[config.mk]
export PLATFORM = sky130hd
export DESIGN_NAME = delay_tap_ctrl
export DESIGN_NICKNAME = d
export VERILOG_FILES = /design/src/rtl/delay_tap_ctrl.sv
export SDC_FILE = /design/constraint.sdc
export NUM_CORES = 1
export LEC_CHECK = 0
export BUFFER_PORTS_ARGS = -buffer_cell sky130_fd_sc_hd__buf_2
export CAP_MARGIN = 15
export CORE_ASPECT_RATIO = 1.75
export CORE_MARGIN = 4
export CORE_UTILIZATION = 50
export DETAILED_ROUTE_END_ITERATION = 6
export GPL_TIMING_DRIVEN = 0
export PLACE_DENSITY = 0.75
export SYNTH_ARGS = -nofsm -noshare
export SYNTH_HDL_FRONTEND = slang
export SYNTH_SLANG_ARGS = --single-unit
[constraint.sdc]
create_clock -name CLK -period 2.9 [get_ports CLK]
set_input_delay 0 -clock CLK [delete_from_list [all_inputs] [get_ports CLK]]
set_output_delay 0 -clock CLK [all_outputs]
set_load 0.1 [all_outputs]
[src/rtl/delay_tap_ctrl.sv]
// delay_tap_ctrl: steps a thermometer-coded delay line to a requested tap.
// Before stepping it drops VT compensation, and it waits SETTLE_CYCLES after
// every step. It can also sweep the line from tap 0 to NTAPS, capturing SAMPLE
// at each tap and reporting the first tap where the sampled value flips.
module delay_tap_ctrl #(
    parameter int NTAPS         = 6,
    parameter int SETTLE_CYCLES = 4,
    localparam int TW           = $clog2(NTAPS + 1)
) (
    input  logic            CLK,
    input  logic            RST,
    input  logic            REQ_VALID,
    output logic            REQ_READY,
    input  logic            REQ_CMD,
    input  logic [TW-1:0]   REQ_TAP,
    input  logic            SAMPLE,
    output logic            DLY_CE,
    output logic            DLY_INC,
    output logic            DLY_EN_VTC,
    output logic [TW-1:0]   CUR_TAP,
    output logic            DONE,
    output logic [NTAPS:0]  SCAN_MAP,
    output logic            EDGE_VALID,
    output logic [TW-1:0]   EDGE_TAP
);

    localparam logic [2:0] ST_IDLE    = 3'd0;
    localparam logic [2:0] ST_VTC_OFF = 3'd1;
    localparam logic [2:0] ST_STEP    = 3'd2;
    localparam logic [2:0] ST_SETTLE  = 3'd3;
    localparam logic [2:0] ST_RESTORE = 3'd4;

    localparam int            CW          = $clog2(SETTLE_CYCLES) + 1;
    localparam logic [CW-1:0] SETTLE_LAST = CW'(SETTLE_CYCLES - 1);
    localparam logic [TW-1:0] TAP_MAX     = TW'(NTAPS);

    logic [2:0]     state;
    logic [TW-1:0]  cur_tap;
    logic [TW-1:0]  target;
    logic [CW-1:0]  settle_cnt;
    logic           scan_mode;
    logic           scan_up;
    logic           done_q;
    logic [NTAPS:0] scan_map;
    logic           edge_valid;
    logic [TW-1:0]  edge_tap;

    logic [TW-1:0]  req_target;
    logic           step_up;
    logic           at_target;
    logic           edge_found;
    logic [TW-1:0]  edge_idx;

    // Out-of-range targets clamp to the top of the line.
    assign req_target = (REQ_TAP > TAP_MAX) ? TAP_MAX : REQ_TAP;
    assign step_up    = (target > cur_tap);
    assign at_target  = (target == cur_tap);

    // Locate the lowest tap whose captured value differs from the tap below it.
    always_comb begin
        // NOTE: every variable written here gets a default first, so no path can infer a latch.
        edge_found = 1'b0;
        edge_idx   = '0;
        // Walk downwards so the lowest transition is the one left standing.
        for (int i = NTAPS; i >= 1; i--) begin
            if (scan_map[i] != scan_map[i-1]) begin
                edge_found = 1'b1;
                edge_idx   = TW'(i);
            end
        end
    end

    // Command FSM, tap tracking, settle timing and scan capture.
    always_ff @(posedge CLK) begin
        // NOTE: sequential state uses non-blocking assignments only, so every register samples pre-edge values.
        if (RST) begin
            state      <= ST_IDLE;
            cur_tap    <= '0;
            target     <= '0;
            settle_cnt <= '0;
            scan_mode  <= 1'b0;
            scan_up    <= 1'b0;
            done_q     <= 1'b0;
            // NOTE: scan_map is a visible result register, not a storage array, so it is reset with the rest.
            scan_map   <= '0;
            edge_valid <= 1'b0;
            edge_tap   <= '0;
        end else begin
            done_q <= 1'b0;
            case (state)
                ST_IDLE: begin
                    if (REQ_VALID) begin
                        scan_up <= 1'b0;
                        if (REQ_CMD) begin
                            // A scan first walks down to tap 0, then sweeps upwards.
                            scan_mode <= 1'b1;
                            target    <= '0;
                            scan_map  <= '0;
                            state     <= ST_VTC_OFF;
                        end else begin
                            scan_mode <= 1'b0;
                            target    <= req_target;
                            state     <= (req_target == cur_tap) ? ST_RESTORE : ST_VTC_OFF;
                        end
                    end
                end
                ST_VTC_OFF: begin
                    // Only a scan that starts at tap 0 gets here already on target:
                    // it still settles once before capturing tap 0.
                    if (at_target) begin
                        settle_cnt <= SETTLE_LAST;
                        state      <= ST_SETTLE;
                    end else begin
                        state <= ST_STEP;
                    end
                end
                ST_STEP: begin
                    if (step_up) begin
                        if (cur_tap != TAP_MAX) cur_tap <= cur_tap + TW'(1);
                    end else begin
                        if (cur_tap != '0) cur_tap <= cur_tap - TW'(1);
                    end
                    settle_cnt <= SETTLE_LAST;
                    state      <= ST_SETTLE;
                end
                ST_SETTLE: begin
                    if (settle_cnt != '0) begin
                        settle_cnt <= settle_cnt - CW'(1);
                    end else if (scan_mode && (scan_up || at_target)) begin
                        // Sweep phase: capture this tap, then climb or finish.
                        scan_map[cur_tap] <= SAMPLE;
                        scan_up           <= 1'b1;
                        if (cur_tap == TAP_MAX) begin
                            state <= ST_RESTORE;
                        end else begin
                            target <= TAP_MAX;
                            state  <= ST_STEP;
                        end
                    end else if (at_target) begin
                        state <= ST_RESTORE;
                    end else begin
                        state <= ST_STEP;
                    end
                end
                ST_RESTORE: begin
                    done_q <= 1'b1;
                    state  <= ST_IDLE;
                    if (scan_mode) begin
                        edge_valid <= edge_found;
                        edge_tap   <= edge_idx;
                    end
                end
                default: state <= ST_IDLE;
            endcase
        end
    end

    // Line controls decode directly from the state, so VTC is low whenever CE can be high.
    assign REQ_READY  = (state == ST_IDLE);
    assign DLY_CE     = (state == ST_STEP);
    assign DLY_INC    = (state == ST_STEP) && step_up;
    assign DLY_EN_VTC = !((state == ST_VTC_OFF) || (state == ST_STEP) || (state == ST_SETTLE));
    assign CUR_TAP    = cur_tap;
    assign DONE       = done_q;
    assign SCAN_MAP   = scan_map;
    assign EDGE_VALID = edge_valid;
    assign EDGE_TAP   = edge_tap;

endmodule

# Yosys cells after proc, flatten, opt, wreduce, memory -nomap -nowiden
# Cells that the tools add are included.
[op_classes]
shift = 0
n_mul = 0
add_sub_neg = 3
bitwise = 0
n_lt_le_gt_ge = 4
n_reduce_logical = 21
muxes = 48
eq_ne = 22
n_div = 0
[op_table]
columns = ["cell", "count"]
rows = [
  ["2-to-1 mux 3 bit", 24],
  ["2-to-1 mux 7 bit", 4],
  ["one-hot mux 7 bit (2 select lines)", 1],
  ["2-to-1 mux 1 bit", 13],
  ["!= test 2 bit, second input constant", 6],
  ["one-hot mux 3 bit (4 select lines)", 1],
  ["AND reduction 5 bit", 2],
  ["one-hot mux 3 bit (3 select lines)", 1],
  ["nonzero test 3 bit", 3],
  ["bitwise mux 7 bit", 1],
  ["== test 3 x 2 -> 1 bit, second input constant", 2],
  ["== test 3 bit", 2],
  ["== test 3 bit, second input constant", 2],
  ["!= test 1 bit", 6],
  ["one-hot mux 3 bit (2 select lines)", 1],
  ["AND reduction 2 bit", 3],
  ["AND reduction 3 bit", 2],
  ["subtractor 3 x 1 -> 3 bit, second input constant", 2],
  ["< comparator 3 x 4 -> 1 bit, second input constant", 1],
  ["!= test 2 x 1 -> 1 bit, second input constant", 2],
  ["AND reduction 4 bit", 1],
  ["nonzero test 2 bit", 2],
  ["adder 3 x 1 -> 3 bit, second input constant", 1],
  ["demux 1 bit (select 3 bit)", 1],
  ["other kinds (10)", 14],
]
[word_totals]
latchBits = 0
memories = 0
wordCells = 108
romBits = 0
mem_bits_rw = 0
reg_bits = 26
inputBits = 8

# Longest topological paths before layout
[depth]
word_depth = 8
ltp_mapped = 10
mapped_depth_nobuf = 9

# Worst setup path after synthesis
# Ideal clock, no wire load.
[synth_path]
path_type = "register -> output"
from = "reg cur_tap[2] (netlist: CUR_TAP[2])"
to = "out DLY_INC"
setup_slack_ns = -0.568
path_buffers = 1
arrival_ns = 3.468
required_time_ns = 2.900
stages_incl_launch_ff = 8
cell_sequence = "dfxtp_1 > inv_1 > ha_1 > and3_1 > buf_2 > a21oi_2 > inv_1 > nor2_1"
[synth_via]
elab_chain_cells = 2
[synth_lines]
columns = ["item", "line_no", "source"]
rows = [
  ["from (decl)", "38", "logic [TW-1:0] cur_tap;"],
  ["from (signal assigned)", "119", "if (cur_tap != TAP_MAX) cur_tap <= cur_tap + TW'(1);"],
  ["from (signal assigned)", "121", "if (cur_tap != '0) cur_tap <= cur_tap - TW'(1);"],
  ["greater-than comparator 3 bit", "56", "assign step_up = (target > cur_tap);"],
  ["logical AND 1 bit", "161", "assign DLY_INC = (state == ST_STEP) && step_up;"],
  ["to (decl)", "18", "output logic DLY_INC,"],
]
# No other way between the ends.

# Worst setup path in the final report
[layout_path]
from = "reg cur_tap[2] (netlist: CUR_TAP[2])"
to = "reg cur_tap[2] (netlist: CUR_TAP[2])"
[layout_via]
elab_chain_cells = 3
word_cells_on_any_way = 11
cone_classes = "2 x add/sub; 1 x order compare; 2 x eq/ne; 3 x mux; 3 x reduce/logical"
[layout_lines]
columns = ["item", "line_no"]
rows = [
  ["greater-than comparator 3 bit, or another cell as far along", "56"],
  ["!= test 2 x 1 -> 1 bit (no source line), or another cell as far along", "-"],
  ["AND reduction 3 bit (no source line) or 2-to-1 mux 3 bit (tied branches)", "-"],
]
# Several ways; a longest one is shown, not always the timed one. The select of a mux whose other input is x is not followed.
# A chain may end at the register's enable or synchronous reset.

==> impl_summary.md <==
CTS
Counting every sink on the clock net gives 26. No sink is reached through more buffers than the 2 on the longest clock path. In this run the clock root is driven by a sky130_fd_sc_hd__clkbuf_8.

Clock-pin slew was measured on the worst setup and hold paths at 100 ps. TritonCTS built the clock tree. The number of setup buffers added after CTS is 0.

The number of clock buffers added by TritonCTS is 3. The clock latency on the worst-skew pair is 280 ps. In this run the number of H-tree levels came out at 1.

Job
The number of max-cap violations is 0.

GRT
The number of global-route vias before repair came to 1571. For this run, the total global-route usage over all layers was measured as 0.2035. The number of antenna violations at the first check in global routing came to 0. The first global-routing pass estimated 6955 um of wire. Entering global routing, the biggest net connects 15 pins. For this run the aggregate overflow at the end of global routing stands at 0.

Floorplan
In this run the standard cell core region covers 3142 um^2. In this run the horizontal extent of the chip is 51.02 um. Row generation in the floorplan step produced 27 rows. The die footprint is 4248 um^2. The chip height is 83.28 um.

Pin placement for this block handled 27 I/O pins. For this configuration, the core starts out at a cell density of 0.5153.

Yosys
The biggest area contributor in the post-synthesis netlist is sky130_fd_sc_hd__dfxtp_1. Of the synthesized area, sequential elements account for 0.3215. The commonest cells after synthesis are 26 x sky130_fd_sc_hd__dfxtp_1, 20 x sky130_fd_sc_hd__nor2_1, 18 x sky130_fd_sc_hd__a21oi_1. The commonest register cell after synthesis is sky130_fd_sc_hd__dfxtp_1. The count of state elements after synthesis is 26.

The share of synthesized flip-flops with an asynchronous set or reset is 0. The share of synthesized area in the top cell type comes to 0.3215. The leading cell type by number of instances after synthesis is sky130_fd_sc_hd__dfxtp_1. In this run, synthesis inferred 0 flip-flops with an integrated enable. Averaged over all synthesized cells, the footprint is 7.859 um^2.

The number of cells produced by synthesis is 206. The number of distinct library cells after synthesis is 50. After synthesis the cells add up to 1619 um^2. In the post-synthesis netlist, the biggest area contributors are sky130_fd_sc_hd__dfxtp_1 32%, sky130_fd_sc_hd__a21oi_1 5.6%, sky130_fd_sc_hd__nor2_1 4.6%. Synthesis produced a netlist with a net count of 220.

Yosys printed 0 warnings.

STA
The total count of max-transition violations in the final report came to 0. The final clock period utilization by the worst path is 0.9055. The accumulated negative setup slack is 0 ps.

Setup repair after global routing left no endpoint under its margin. The routed design could run at a clock period as short as 2626 ps. The fmax is 0.3808 GHz. The final hold violation count is 0. The post-layout worst setup margin is 274.0 ps. Across the routed clock network, the largest skew measured is 8.664 ps. Setup violations remaining at the end of the flow were counted as 0.

For the pin with the worst max-slew slack, the measured transition is 533.2 ps. In this run the tightest slew margin relative to its limit is 0.6446.

Finish
The final layout contains 251 nets. The share of final-layout standard cells stronger than drive strength 1 is 0.2076. The post-route cell area is 1879 um^2.

The area overhead of the layout relative to synthesis is 16.07%. 0 antenna diodes ended up in the layout.

Placement
The weighted congestion at the end of routability-driven global placement is 0.8433. Summed over all nets, the half-perimeter wirelength after detailed placement is 3036 um. The placed standard-cell area is 1807 um^2. The count of port buffers added during placement is 25. Before CTS, the worst setup slack after placement is 200.0 ps.

Route
The final wirelength is 3994 um. In this run, the number of DRC markers left after iteration 0 of detailed routing was 63. Using the TritonRoute via totals, the vias-per-cell ratio works out to 5.900. The count of antenna-violating nets left after detailed routing is 0.

The remaining routing DRC violations is 0. In the final routed layout, each cell accounts on average for 14.32 um. The final route contains 1646 vias. The first TritonRoute pass finished after 5 iterations.

Status
The flow ran to the end, and the final reports show no timing, DRC or antenna violations.

Power
Summed over all cells, the static leakage comes to 0.0007349 uW. The power density relative to cell area is 933.3 nW/um^2. IR analysis of the VDD net gives a maximum drop of 0.5804 mV.

Setup path
The endpoint arrival time on the critical path is 2810 ps. The capturing element type of the critical path is a flip-flop. The data required time of the critical path is 3090 ps.

By startpoint and endpoint, the worst setup path is classified as flip-flop to flip-flop. The critical path launch point type is a flip-flop. Along the worst path, the maximum fanout reaches 7.

Min path
The path class of the lowest-slack min-delay path is input port to flip-flop.
-- path summary, 6_finish.rpt --
path,startpoint,endpoint,slack (ps),depth (start not counted)
worst max-delay path,CUR_TAP[2],CUR_TAP[2],270,10
worst min-delay path,REQ_TAP[0],target[0],30,3
worst max register to register,CUR_TAP[2],CUR_TAP[2],270,10
worst min register to register,EDGE_TAP[0],EDGE_TAP[0],450,2
-- through the flow --
| stage | cells | util | power (uW) | hold WS (ps) |
|---|---|---|---|---|
| floorplan | 206 | - | 1312 | 151.9 |
| global placement | 274 | 0.5751 | 1481 | 293.8 |
| detailed placement | 274 | 0.5751 | 1496 | 292.7 |
| CTS | 279 | 0.5958 | 1733 | 29.17 |
| global route | 279 | 0.5982 | 1875 | 42.61 |
| finish | 279 | 0.5982 | 1754 | 31.84 |
-- critical path: stages, from the launching register on --
cell,delay [ps]
sky130_fd_sc_hd__dfxtp_4,380
sky130_fd_sc_hd__inv_1,90
sky130_fd_sc_hd__ha_1,330
sky130_fd_sc_hd__and3_1,190
sky130_fd_sc_hd__buf_2,160
sky130_fd_sc_hd__a21oi_4,210
sky130_fd_sc_hd__inv_1,120
sky130_fd_sc_hd__fa_1,430
sky130_fd_sc_hd__nor4_1,280
sky130_fd_sc_hd__a311oi_1,80
sky130_fd_sc_hd__a311oi_1,260
-- layout make-up --
cell class,instances,area [um^2]
well taps,43,53.80
multi-input cells,154,994.7
inverters,12,45.04
fillers,323,1262
repair buffers,26,135.1
plain buffers,14,68.82
clock buffers,4,55.05
flip-flops and latches,26,526.8
-- routing by layer --
layer | GRT usage | vias to the layer above | part of all wire | routed length [um]
met2 | 0.3502 | 63 | 0.51 | 2055
met4 | 0.1005 | 0 | 0.024 | 94
met5 | 0 | - | 0 | 0
met1 | 0.2396 | 764 | 0.41 | 1636
li1 | - | 810 | - | -
met3 | 0.02334 | 9 | 0.052 | 207
-- what timing repair did --
item	CTS	global route
hold buffers	1	0
hold endpoints to repair	1	0
setup endpoints to repair	0	1
gates resized for setup	0	1
-- kinds of logic (layout without fill, tap and decap cells) --
| logic type | count (synthesis) | in the layout | share of synthesized area |
|---|---|---|---|
| adders and majority gates | 6 | 6 | 0.05101 |
| muxes | 1 | 1 | 0.006183 |
| xor gates and xnor gates | 3 | 3 | 0.01623 |
| buffers and inverters | 26 | 56 | 0.07033 |
| and+or+nand+nor | 81 | 81 | 0.2720 |
| AOI/OAI and AO/OA | 63 | 63 | 0.2628 |
| DFF | 26 | 26 | 0.3215 |
-- sequential cells by signal, summed over array words and instances (netlist names) --
register,count
EDGE_TAP,3
SCAN_MAP,7
scan_mode,1
DONE,1
scan_up,1
state,3
settle_cnt,3
target,3
EDGE_VALID,1
CUR_TAP,3
-- cells in the final DEF (no fill, tap or decap), types with 6 or more instances in the layout --
cell type                  Yosys  final
sky130_fd_sc_hd__a21oi_1      18     18
sky130_fd_sc_hd__buf_2         4     29
sky130_fd_sc_hd__clkbuf_1      7      7
sky130_fd_sc_hd__dfxtp_1      26     23
sky130_fd_sc_hd__inv_1        12     12
sky130_fd_sc_hd__nand2_1      15     15
sky130_fd_sc_hd__nand2b_1      6      6
sky130_fd_sc_hd__nor2_1       20     19
sky130_fd_sc_hd__nor3_1        7      7
sky130_fd_sc_hd__o21ai_0      11     11
-- report_power, final --
| group | internal, uW | switching, uW |
|---|---|---|
| clock network | 122 | 121 |
| logic | 325 | 738 |
| registers | 410 | 37.7 |
Power figures use the tool's default switching activity.
